File: config.mk
export PLATFORM = sky130hd
export DESIGN_NAME = uart_tx_fifo
export DESIGN_NICKNAME = d
export VERILOG_FILES = /design/src/rtl/uart_pkg.sv /design/src/rtl/sync_edge_det.sv /design/src/rtl/uart_tx_fifo.sv
export SDC_FILE = /design/constraint.sdc
export NUM_CORES = 1
export LEC_CHECK = 0
export CAP_MARGIN = 20
export CORE_MARGIN = 3
export CORE_UTILIZATION = 50
export DETAILED_ROUTE_END_ITERATION = 6
export PLACE_DENSITY = 0.65
export SYNTH_ARGS = -nofsm -noshare
export SYNTH_HDL_FRONTEND = slang
export SYNTH_SLANG_ARGS = --single-unit
export TNS_END_PERCENT = 10
File: constraint.sdc
create_clock -name clk -period 4.3 [get_ports clk]
set_input_delay 0.43 -clock clk [delete_from_list [all_inputs] [get_ports clk]]
set_output_delay 0.43 -clock clk [all_outputs]
set_load 0.01 [all_outputs]
File: src/rtl/uart_pkg.sv
// Shared definitions for the UART transmit path: default widths and the
// transmit-buffer state encoding.
package uart_pkg;

  localparam int DW_DEF    = 8;
  localparam int DEPTH_DEF = 16;

  typedef enum logic [1:0] {
    IDLE = 2'd0,
    LOAD = 2'd1,
    SEND = 2'd2
  } state_t;

endpackage

File: src/rtl/sync_edge_det.sv
// Two-flop synchroniser for an asynchronous input, followed by a rising-edge
// detector that produces a single-cycle strobe in the clk domain.
module sync_edge_det (
  input  logic clk,
  input  logic rst,
  input  logic din,
  output logic rise
);

  logic s1;
  logic s2;
  logic s3;

  always_ff @(posedge clk or posedge rst) begin
    if (rst) begin
      s1 <= 1'b0;
      s2 <= 1'b0;
      s3 <= 1'b0;
    end else begin
      s1 <= din;
      s2 <= s1;
      s3 <= s2;
    end
  end

  assign rise = s2 & ~s3;

endmodule

File: src/rtl/uart_tx_fifo.sv
// Circular transmit FIFO feeding the UART transmitter. Integration limit: clk
// period must be >= 10 ns so tx_data holds >= 15 ns past the accept pulse.
module uart_tx_fifo
  import uart_pkg::*;
#(
  parameter int DW    = DW_DEF,
  parameter int DEPTH = DEPTH_DEF,
  parameter int AW    = $clog2(DEPTH)
) (
  input  logic          clk,
  input  logic          rst,
  input  logic          wr_en,
  input  logic [DW-1:0] wr_data,
  output logic          full,
  output logic          empty,
  output logic [AW:0]   count,
  output logic          overflow,
  input  logic          tx_done_tick,
  output logic          tx_start,
  output logic [DW-1:0] tx_data,
  output logic          frame_done,
  output state_t        state
);

  // Handshake: tx_start is held high (and tx_data stable) for the whole of
  // LOAD; the transmitter's first tx_done_tick accepts the byte and pops it,
  // its second tx_done_tick marks the stop bit and ends the frame.

  logic [DW-1:0] mem [DEPTH];
  logic [AW-1:0] wr_ptr;
  logic [AW-1:0] rd_ptr;
  logic [AW:0]   count_q;
  logic [AW:0]   count_nxt;
  logic          done_edge;
  logic          push;
  logic          pop;
  logic          frame_set;
  state_t        cur_state;
  state_t        nxt_state;

  sync_edge_det u_sync (
    .clk  (clk),
    .rst  (rst),
    .din  (tx_done_tick),
    .rise (done_edge)
  );

  assign full  = (count_q == (AW+1)'(DEPTH));
  assign empty = (count_q == '0);
  assign count = count_q;
  assign state = cur_state;

  // A pop frees a slot in the same cycle, so a write while full still lands.
  assign pop  = (cur_state == LOAD) && done_edge;
  assign push = wr_en && (!full || pop);

  always_comb begin
    count_nxt = count_q;
    if (push && !pop) begin
      count_nxt = count_q + 1'b1;
    end else if (pop && !push) begin
      count_nxt = count_q - 1'b1;
    end
  end

  always_comb begin
    nxt_state = cur_state;
    frame_set = 1'b0;
    case (cur_state)
      IDLE: begin
        if (!empty) begin
          nxt_state = LOAD;
        end
      end
      LOAD: begin
        if (done_edge) begin
          nxt_state = SEND;
        end
      end
      SEND: begin
        if (done_edge) begin
          frame_set = 1'b1;
          nxt_state = (count_nxt != '0) ? LOAD : IDLE;
        end
      end
      default: nxt_state = IDLE;
    endcase
  end

  assign tx_start = (cur_state == LOAD);
  assign tx_data  = empty ? '0 : mem[rd_ptr];

  always_ff @(posedge clk or posedge rst) begin
    if (rst) begin
      cur_state  <= IDLE;
      wr_ptr     <= '0;
      rd_ptr     <= '0;
      count_q    <= '0;
      overflow   <= 1'b0;
      frame_done <= 1'b0;
    end else begin
      cur_state  <= nxt_state;
      count_q    <= count_nxt;
      overflow   <= wr_en && !push;
      frame_done <= frame_set;
      if (push) begin
        wr_ptr <= wr_ptr + 1'b1;
      end
      if (pop) begin
        rd_ptr <= rd_ptr + 1'b1;
      end
    end
  end

  always_ff @(posedge clk) begin
    if (push) begin
      mem[wr_ptr] <= wr_data;
    end
  end

endmodule
==> Yosys cells after proc, flatten, opt, wreduce, memory -nomap -nowiden <==
Memory sizes are Yosys's and may differ from the RTL's.
Cells that the tools add are included.
{ "word_totals": {"ff_bits": 20, "ramBits": 128, "out_inout_bits": 20, "n_memories": 1} }
{ "memory_table": {"columns": ["memory", "words", "width", "rd", "rd_ports_with_merged_regs", "write_ports", "line_no", "source"], "rows": [
  ["mem", 16, 8, 1, 0, 1, "uart_tx_fifo.sv:29", "logic [DW-1:0] mem [DEPTH];"]
]} }
{ "classes": {"add_sub_neg": 4, "eq_ne": 6, "muxes": 12, "bitwise": 2, "n_reduce_logical": 13} }
{ "ops": {"columns": ["cell", "n"], "rows": [
  ["$mux W5", 2],
  ["$add A4 B1 Y4 const B", 2],
  ["$mux W8", 1],
  ["$mux W2", 3],
  ["$pmux W2 S3", 1],
  ["$add A5 B1 Y5 const B", 1],
  ["$eq A5 B5 Y1 const B", 1],
  ["$logic_and A1 B1 Y1", 5],
  ["$logic_not A5 Y1", 1],
  ["$mux W1", 5],
  ["$reduce_bool A5 Y1", 1],
  ["$sub A5 B1 Y5 const B", 1],
  ["$ne A2 B2 Y1 const B", 2],
  ["$logic_not A1 Y1", 3],
  ["$reduce_and A3 Y1", 1],
  ["$eq A2 B1 Y1 const B", 1],
  ["$eq A2 B2 Y1 const B", 1],
  ["$logic_not A2 Y1", 1],
  ["$ne A2 B1 Y1 const B", 1],
  ["$and A1 B1 Y1", 1],
  ["$logic_or A1 B1 Y1", 1],
  ["$not A1 Y1", 1]
]} }

==> Depth between registers and ports, before layout <==
Gate-level depths: netlist of run 1.
{ "logic_depth": {"word_depth": 13, "mapped_depth": 7} }

==> Modules after synthesis <==
A second synthesis of run 1 with hierarchy kept.
{ "unflattened": {"cells_unflattened": 304, "hier_area_um2": 5985.7} }
{ "modules_own_cells": {"columns": ["mod", "n_inst", "cells_per_inst", "area_per_inst_um2"], "rows": [
  ["uart_tx_fifo", 1, 299, 5893.2],
  ["sync_edge_det", 1, 5, 92.6]
]} }

==> Least setup slack after synthesis of run 1 <==
OpenSTA, ideal clock, no wires.
{ "synth_path": {"path_type": "reg2reg", "start": "register count_q[0] (netlist: count[0])", "end": "memory mem[3][0] in the netlist's numbering (enable)", "setup_time_ns": 0.383, "t_arrival_ns": 2.330, "required_time_ns": 3.917, "path_slack_ns": 1.587, "stages_incl_launch_ff": 8, "n_path_buf": 0, "path_cell_list": "dfrtp_1 > inv_1 > ha_1 > nand4bb_1 > inv_1 > a21oi_1 > nand2_1 > nor3_1"} }
{ "synth_between": {"elab_chain_len": 6} }
{ "synth_lines": {"columns": ["element", "line_no", "source"], "rows": [
  ["start, declared", "uart_tx_fifo.sv:32", "logic [AW:0] count_q;"],
  ["start signal, assigned", "uart_tx_fifo.sv:103", "count_q <= count_nxt;"],
  ["$eq A5 B5 Y1", "uart_tx_fifo.sv:48", "assign full = (count_q == (AW+1)'(DEPTH));"],
  ["named net full", "uart_tx_fifo.sv:14", "output logic full,"],
  ["$logic_not A1 Y1", "uart_tx_fifo.sv:55", "assign push = wr_en && (!full || pop);"],
  ["$logic_or A1 B1 Y1", "uart_tx_fifo.sv:55", null],
  ["$logic_and A1 B1 Y1", "uart_tx_fifo.sv:55", null],
  ["$mux W1", "uart_tx_fifo.sv:116", "if (push) begin"],
  ["$mux W1 (not written as such)", "uart_tx_fifo.sv:117", "mem[wr_ptr] <= wr_data;"],
  ["end, declared", "uart_tx_fifo.sv:29", null]
]} }
The timed path passes the listed nets, and every way through them passes these cells.

==> Worst setup path after layout of run 1 <==
{ "layout_path": {"start": "register rd_ptr[0]", "end": "output port tx_data[7]"} }
{ "layout_between": {"elab_chain_len": 2} }
{ "layout_lines": {"columns": ["element", "line_no", "source"], "rows": [
  ["start, declared", "uart_tx_fifo.sv:31", "logic [AW-1:0] rd_ptr;"],
  ["start signal, assigned", "uart_tx_fifo.sv:110", "rd_ptr <= rd_ptr + 1'b1;"],
  ["$mem_v2 Z16 W8", null, null],
  ["$mux W8", "uart_tx_fifo.sv:91", "assign tx_data = empty ? '0 : mem[rd_ptr];"],
  ["end, declared", "uart_tx_fifo.sv:20", "output logic [DW-1:0] tx_data,"]
]} }
No other way between the ends.

==> summary.md, run 1 <==
| Metric | Value |
|---|---|
| Cells after Synth | 301 |
| Chip width | 115.0 µm |
| Area grow syn2layout | 19.46% |
| Port bufs | 31 |
| H-tree depth | 4 |
| Final worst slack | 0.7956 ns |
| Placed Cells | 480 |
| Worst-path clk slew | 0.06 ns |
| Power Total | 4.732 mW |
| EDFF count, synth | 128 |
| Hold_sp | u_sync.s1$_DFF_PP0_ |
| Non-filler cells in the finished layout | 512 |
| Via count | 2,913 |
| Ant diodes | 0 |
| Commonest non-fill, non-tap cells in the layout | 128 x edfxtp_1, 40 x mux4_2, 31 x clkdlybuf4s50_1 |
| Async S/R FF share, synth | 0.1351 |
| Initial antenna violation count | 0 |
| Slew Limit Headroom | 0.4916 |
| DR iter-0 viols | 244 |
| Die area | 0.01323 mm² |
| Worst-Skew Late Latency | 0.42 ns |
| Highest metal used | met4 |
| Tcrit/Tclk final | 0.8150 |
| Synthesis warning total | 0 |
| Largest stage delay, worst path | 0.65 ns |
| Sequential share of the synthesized area | 0.7311 |
| Syn Area/Cell | 19.74 µm² |
| Grt total ovfl | 0 |
| TritonCTS buffer count | 17 |
| Fin crit period | 3.504 ns |
| CP arrival | 3.07 ns |
| First-pass GRT wire length | 17,550 µm |
| Setup Buffers After CTS | 0 |
| Core Box Area | 0.01152 mm² |
| Hold Vio Cnt, Final | 0 |
| Routed Wire Length | 11,390 µm |
| Syn nets | 320 |
| Power density cells | 666.7 mW/mm² |
| Ys flop type | edfxtp_1 |
| Hold crit path type | flip-flop to flip-flop |
| Drt first pass iters | 4 |
| Layout net count | 375 |
| CP Cell Sequence | buf_12 > mux4_2 > mux4_2 > nor2b_1 > clkdlybuf4s50_1 |
| CTS Buffer Depth | 2 |
| Crit path launch type | flip-flop |
| Reg2Reg Setup Slack | 1.31 ns |
| CTS sink cnt | 148 |
| Post-route DRC violation count | 0 |
| RSZ-0062 raised after global routing | no |
| LEAKAGE | 2.406 nW |
| Routed Antenna Nets | 0 |
| Share of cells above drive strength 1 | 0.2358 |
| Critical path peak fanout | 22 |
| Met2 wire len | 5679 µm |
| Flops & latches, synth | 148 |
| Max IR drop VDD | 0.0004722 V |
| Hold buffer count at CTS | 0 |
| Number of global-route vias before repair | 2,988 |
| CTS tree | yes |
| Metal3 WL | 676 µm |
| Setup Slack @ Placement | 1.207 ns |
| Final slew viol count | 0 |
| Mapped cell area | 0.005942 mm² |
| I/O Pins | 32 |
| DIE HEIGHT | 115.0 µm |
| Root buf cell | clkbuf_16 |
| Resized Gates After CTS | 0 |
| Most common cell after layout, fill and taps aside | edfxtp_1 |
| Critical R2R Launch | count[0]$_DFF_PP0_ |
| Setup CP Type | flip-flop to output pin |
| Post-synthesis cell type count | 31 |
| Max Clock Freq | 0.2854 GHz |
| Slowest cell on crit path | dfrtp_2 |
| Setup TNS | 0 ns |
| Drt via density | 5.689 |
| Post-Route M1 WL | 4916 µm |
| Routed length per instance | 22.24 µm |
| Max-Cap Viols | 0 |
| Worst slew pin tran | 0.7618 ns |
| Gr usage total | 0.1901 |
| Initial Utilization | 0.5160 |
| Layout Skew | 0.01410 ns |
| Core Rows | 39 |
| Pin count of the biggest net entering global routing | 36 |
| Required @ worst endpoint | 3.87 ns |
| Crit. Startpoint | rd_ptr[0]$_DFFE_PP0N_ |
| Detailed placement HPWL | 7394 µm |
| Run status | complete, no violations |
| CP most frequent cell | mux4_2 |
| GPL Wtd Cong | 0.8045 |
| Final setup fails | 0 |
| Worst Setup End Kind | output pin |
metal layers:
layer,vias to the layer above,global-route usage
met3,10,0.06316
met5,-,0
met4,0,0.06416
li1,1316,-
met1,1508,0.2634
met2,79,0.2886
critical path, delay by kind of cell (launching register included):
kind	cells	cell delay [ns]
multiplexers	2	1.04
buffers and inverters	2	0.78
flip-flops	1	0.65
AND/OR/NAND/NOR	1	0.16
synthesized netlist by cell type, types with 2 or more instances:
cell	count	area, µm²
a21oi_1	2	10.01
a31oi_1	2	12.51
buf_1	5	18.77
buf_2	2	10.01
buf_4	3	22.52
clkbuf_1	5	18.77
dfrtp_1	20	500.5
edfxtp_1	128	3844
ha_1	7	87.58
inv_1	8	30.03
mux2i_1	2	20.02
mux4_2	40	900.9
nand2_1	14	52.55
nand2b_1	3	18.77
nand4_1	4	25.02
nand4bb_1	2	22.52
nor2_1	15	56.30
nor2b_1	8	50.05
nor3_1	6	30.03
o21ai_0	4	20.02
or4_1	2	15.01
xnor2_1	9	78.83
xor2_1	2	17.52
metrics by stage:
step	hold slack [ns]	util	area [µm²]
2_1_floorplan	0.3312	-	5942
3_5_place_dp	0.3767	0.5666	6525
4_1_cts	0.3963	0.6164	7098
5_1_grt	0.4060	0.6164	7098
3_3_place_gp	0.3432	0.5666	6525
6_report	0.3668	0.6164	7098
final cells by class:
class	count	area, µm²
Clock buffer	19	432.9
Clock inverter	13	140.1
Fill cell	817	4418
Inverter	8	30.03
Multi-Input combinational cell	130	1498
Sequential cell	148	4345
Tap cell	143	178.9
Timing Repair Buffer	51	473.0
cell families after synthesis:
family / count (synthesis) / share of synthesized area
adder cells (fa/ha/maj): 7 / 0.01474
AO/OA/AOI/OAI: 11 / 0.01137
flip-flops: 148 / 0.7311
XOR/XNOR: 11 / 0.01622
buffers and inverters: 23 / 0.01685
AND/OR/NAND/NOR: 59 / 0.05475
multiplexers: 42 / 0.1550
sequential cells by signal (all words and copies together) (netlist names):
name,count
mem,128
frame_done,1
u_sync.s3,1
state,2
rd_ptr,4
overflow,1
wr_ptr,4
u_sync.s1,1
count,5
u_sync.s2,1
power by group:
part	internal (mW)	switching (mW)
logic	0.782	0.580
clock network	0.896	0.523
registers	1.76	0.195
total	3.43	1.30
worst paths after layout:
| path | endpoint | cells past startpoint |
|---|---|---|
| worst max-delay path | tx_data[7] | 5 |
| min in group asynchronous | state[1]$_DFFE_PP0P_ | 2 |
| max in group asynchronous | rd_ptr[0]$_DFFE_PP0N_ | 2 |
| worst max register to register | mem[15][1]$_DFFE_PP_ | 8 |
| worst min register to register | u_sync.s2$_DFF_PP0_ | 0 |
| worst min-delay path | u_sync.s2$_DFF_PP0_ | 0 |
Note: power is estimated with default switching activity, not from simulation.
==> inputs of run 2 (changes only) <==
==> constraint.sdc (replaced) <==
create_clock -name clk -period 3.7 [get_ports clk]
set_input_delay 0.37 -clock clk [delete_from_list [all_inputs] [get_ports clk]]
set_output_delay 0.37 -clock clk [all_outputs]
set_load 0.01 [all_outputs]
==> summary.md, run 2 (same netlist as run 1, synthesis figures left out) <==
| Metric | Value |
|---|---|
| TritonCTS buffer count | 17 |
| Port bufs | 31 |
| Layout Skew | 0.006246 ns |
| Power Total | 5.437 mW |
| CTS Buffer Depth | 2 |
| Drt via density | 5.782 |
| Routed length per instance | 22.76 µm |
| Slowest cell on crit path | clkdlybuf4s50_1 |
| Largest stage delay, worst path | 0.48 ns |
| Max-Cap Viols | 0 |
| Area grow syn2layout | 18.61% |
| Crit path launch type | flip-flop |
| Non-filler cells in the finished layout | 509 |
| CP Cell Sequence | buf_4 > mux4_2 > mux4_2 > nor2b_1 > clkdlybuf4s50_1 |
| GPL Wtd Cong | 0.8001 |
| CP arrival | 2.74 ns |
| Layout net count | 372 |
| Fin crit period | 3.114 ns |
| Core Rows | 39 |
| Gr usage total | 0.1936 |
| Setup Slack @ Placement | 0.8980 ns |
| Initial antenna violation count | 0 |
| DR iter-0 viols | 272 |
| Hold buffer count at CTS | 0 |
| Filler cells | 804 |
| Most common cell after layout, fill and taps aside | edfxtp_1 |
| Routed Antenna Nets | 0 |
| CP most frequent cell | mux4_2 |
| Run status | complete, no violations |
| DIE HEIGHT | 115.0 µm |
| LEAKAGE | 2.380 nW |
| Max Clock Freq | 0.3211 GHz |
| Die area | 0.01323 mm² |
| Drt first pass iters | 6 |
| Most flops, register | mem |
| Grt total ovfl | 0 |
| Required @ worst endpoint | 3.33 ns |
| CTS tree | yes |
| Chip width | 115.0 µm |
| Final setup fails | 0 |
| Initial Utilization | 0.5160 |
| Worst Setup End Kind | output pin |
| Placed Cells | 477 |
| Final slew viol count | 0 |
| Power density cells | 771.4 mW/mm² |
| Ant diodes | 0 |
| Critical path peak fanout | 35 |
| CTS sink cnt | 148 |
| Hold Vio Cnt, Final | 0 |
| Pin count of the biggest net entering global routing | 36 |
| Via count | 2,943 |
| Worst-Skew Late Latency | 0.42 ns |
| Worst slew pin tran | 0.9043 ns |
| Final Util | 0.6120 |
| Detailed placement HPWL | 7671 µm |
| Routed Wire Length | 11,580 µm |
| Post-route DRC violation count | 0 |
| Number of global-route vias before repair | 2,989 |
| RSZ-0062 raised after global routing | no |
| Worst-path clk slew | 0.06 ns |
| Commonest non-fill, non-tap cells in the layout | 128 x edfxtp_1, 40 x mux4_2, 31 x clkdlybuf4s50_1 |
| Core Box Area | 0.01152 mm² |
| First-pass GRT wire length | 17,640 µm |
| Tcrit/Tclk final | 0.8417 |
| Slew Limit Headroom | 0.3949 |
| Max IR drop VDD | 0.0004630 V |
| Setup TNS | 0 ns |
| Final worst slack | 0.5856 ns |
| H-tree depth | 4 |
| Root buf cell | clkbuf_16 |
| Setup CP Type | flip-flop to output pin |
| Share of cells above drive strength 1 | 0.2432 |
| Hold crit path type | flip-flop to flip-flop |
| I/O Pins | 32 |
| Setup Buffers After CTS | 0 |
| Resized Gates After CTS | 0 |
| Max reg flops | 128 |
## run 2: critical path: cells and delay by family (launching register included)
kind | cells | cell delay (ns)
flip-flops | 1 | 0.32
AND/OR/NAND/NOR | 1 | 0.17
buffers and inverters | 2 | 0.92
multiplexers | 2 | 0.92
## run 2: routing by layer
layer / vias up / routed length, µm / track usage / part of all wire
li1: 1315 / - / - / -
met1: 1514 / 4896 / 0.2603 / 0.42
met2: 98 / 5844 / 0.3063 / 0.50
met3: 16 / 658 / 0.04579 / 0.057
met4: 0 / 183 / 0.08451 / 0.016
met5: - / 0 / 0 / 0
## run 2: power by group
part	total [mW]	switching (mW)	internal, mW
clock	1.52	0.622	0.902
sequential	2.23	0.187	2.04
combinational	1.68	0.754	0.930
total	5.44	1.56	3.87
## run 2: worst paths after layout
path | slack, ns | cells after the start | endpoint | from
setup / recovery | 0.59 | 5 | tx_data[5] | rd_ptr[1]$_DFFE_PP0N_
max in group asynchronous | 2.71 | 2 | rd_ptr[0]$_DFFE_PP0N_ | rst
hold reg to reg | 0.35 | 0 | u_sync.s2$_DFF_PP0_ | u_sync.s1$_DFF_PP0_
setup reg to reg | 0.95 | 8 | mem[11][2]$_DFFE_PP_ | count[0]$_DFF_PP0_
min in group asynchronous | 0.42 | 2 | u_sync.s1$_DFF_PP0_ | rst
hold / removal | 0.35 | 0 | u_sync.s2$_DFF_PP0_ | u_sync.s1$_DFF_PP0_
## run 2: layout make-up
class	instances	area (µm²)	share of cell area
multi-input cells	130	1498	0.2125
inverters	8	30.03	0.004261
well taps	143	178.9	0.02539
clock buffers	23	478.0	0.06781
flip-flops and latches	148	4345	0.6165
repair buffers	48	462.9	0.06568
clock inverters	9	55.05	0.007811
## run 2: per-stage QoR
step	hold slack, ns	cell area, µm²
2_1_floorplan	0.3312	5942
3_3_place_gp	0.3453	6515
3_5_place_dp	0.3378	6515
4_1_cts	0.3605	7048
5_1_grt	0.3719	7048
6_report	0.3544	7048
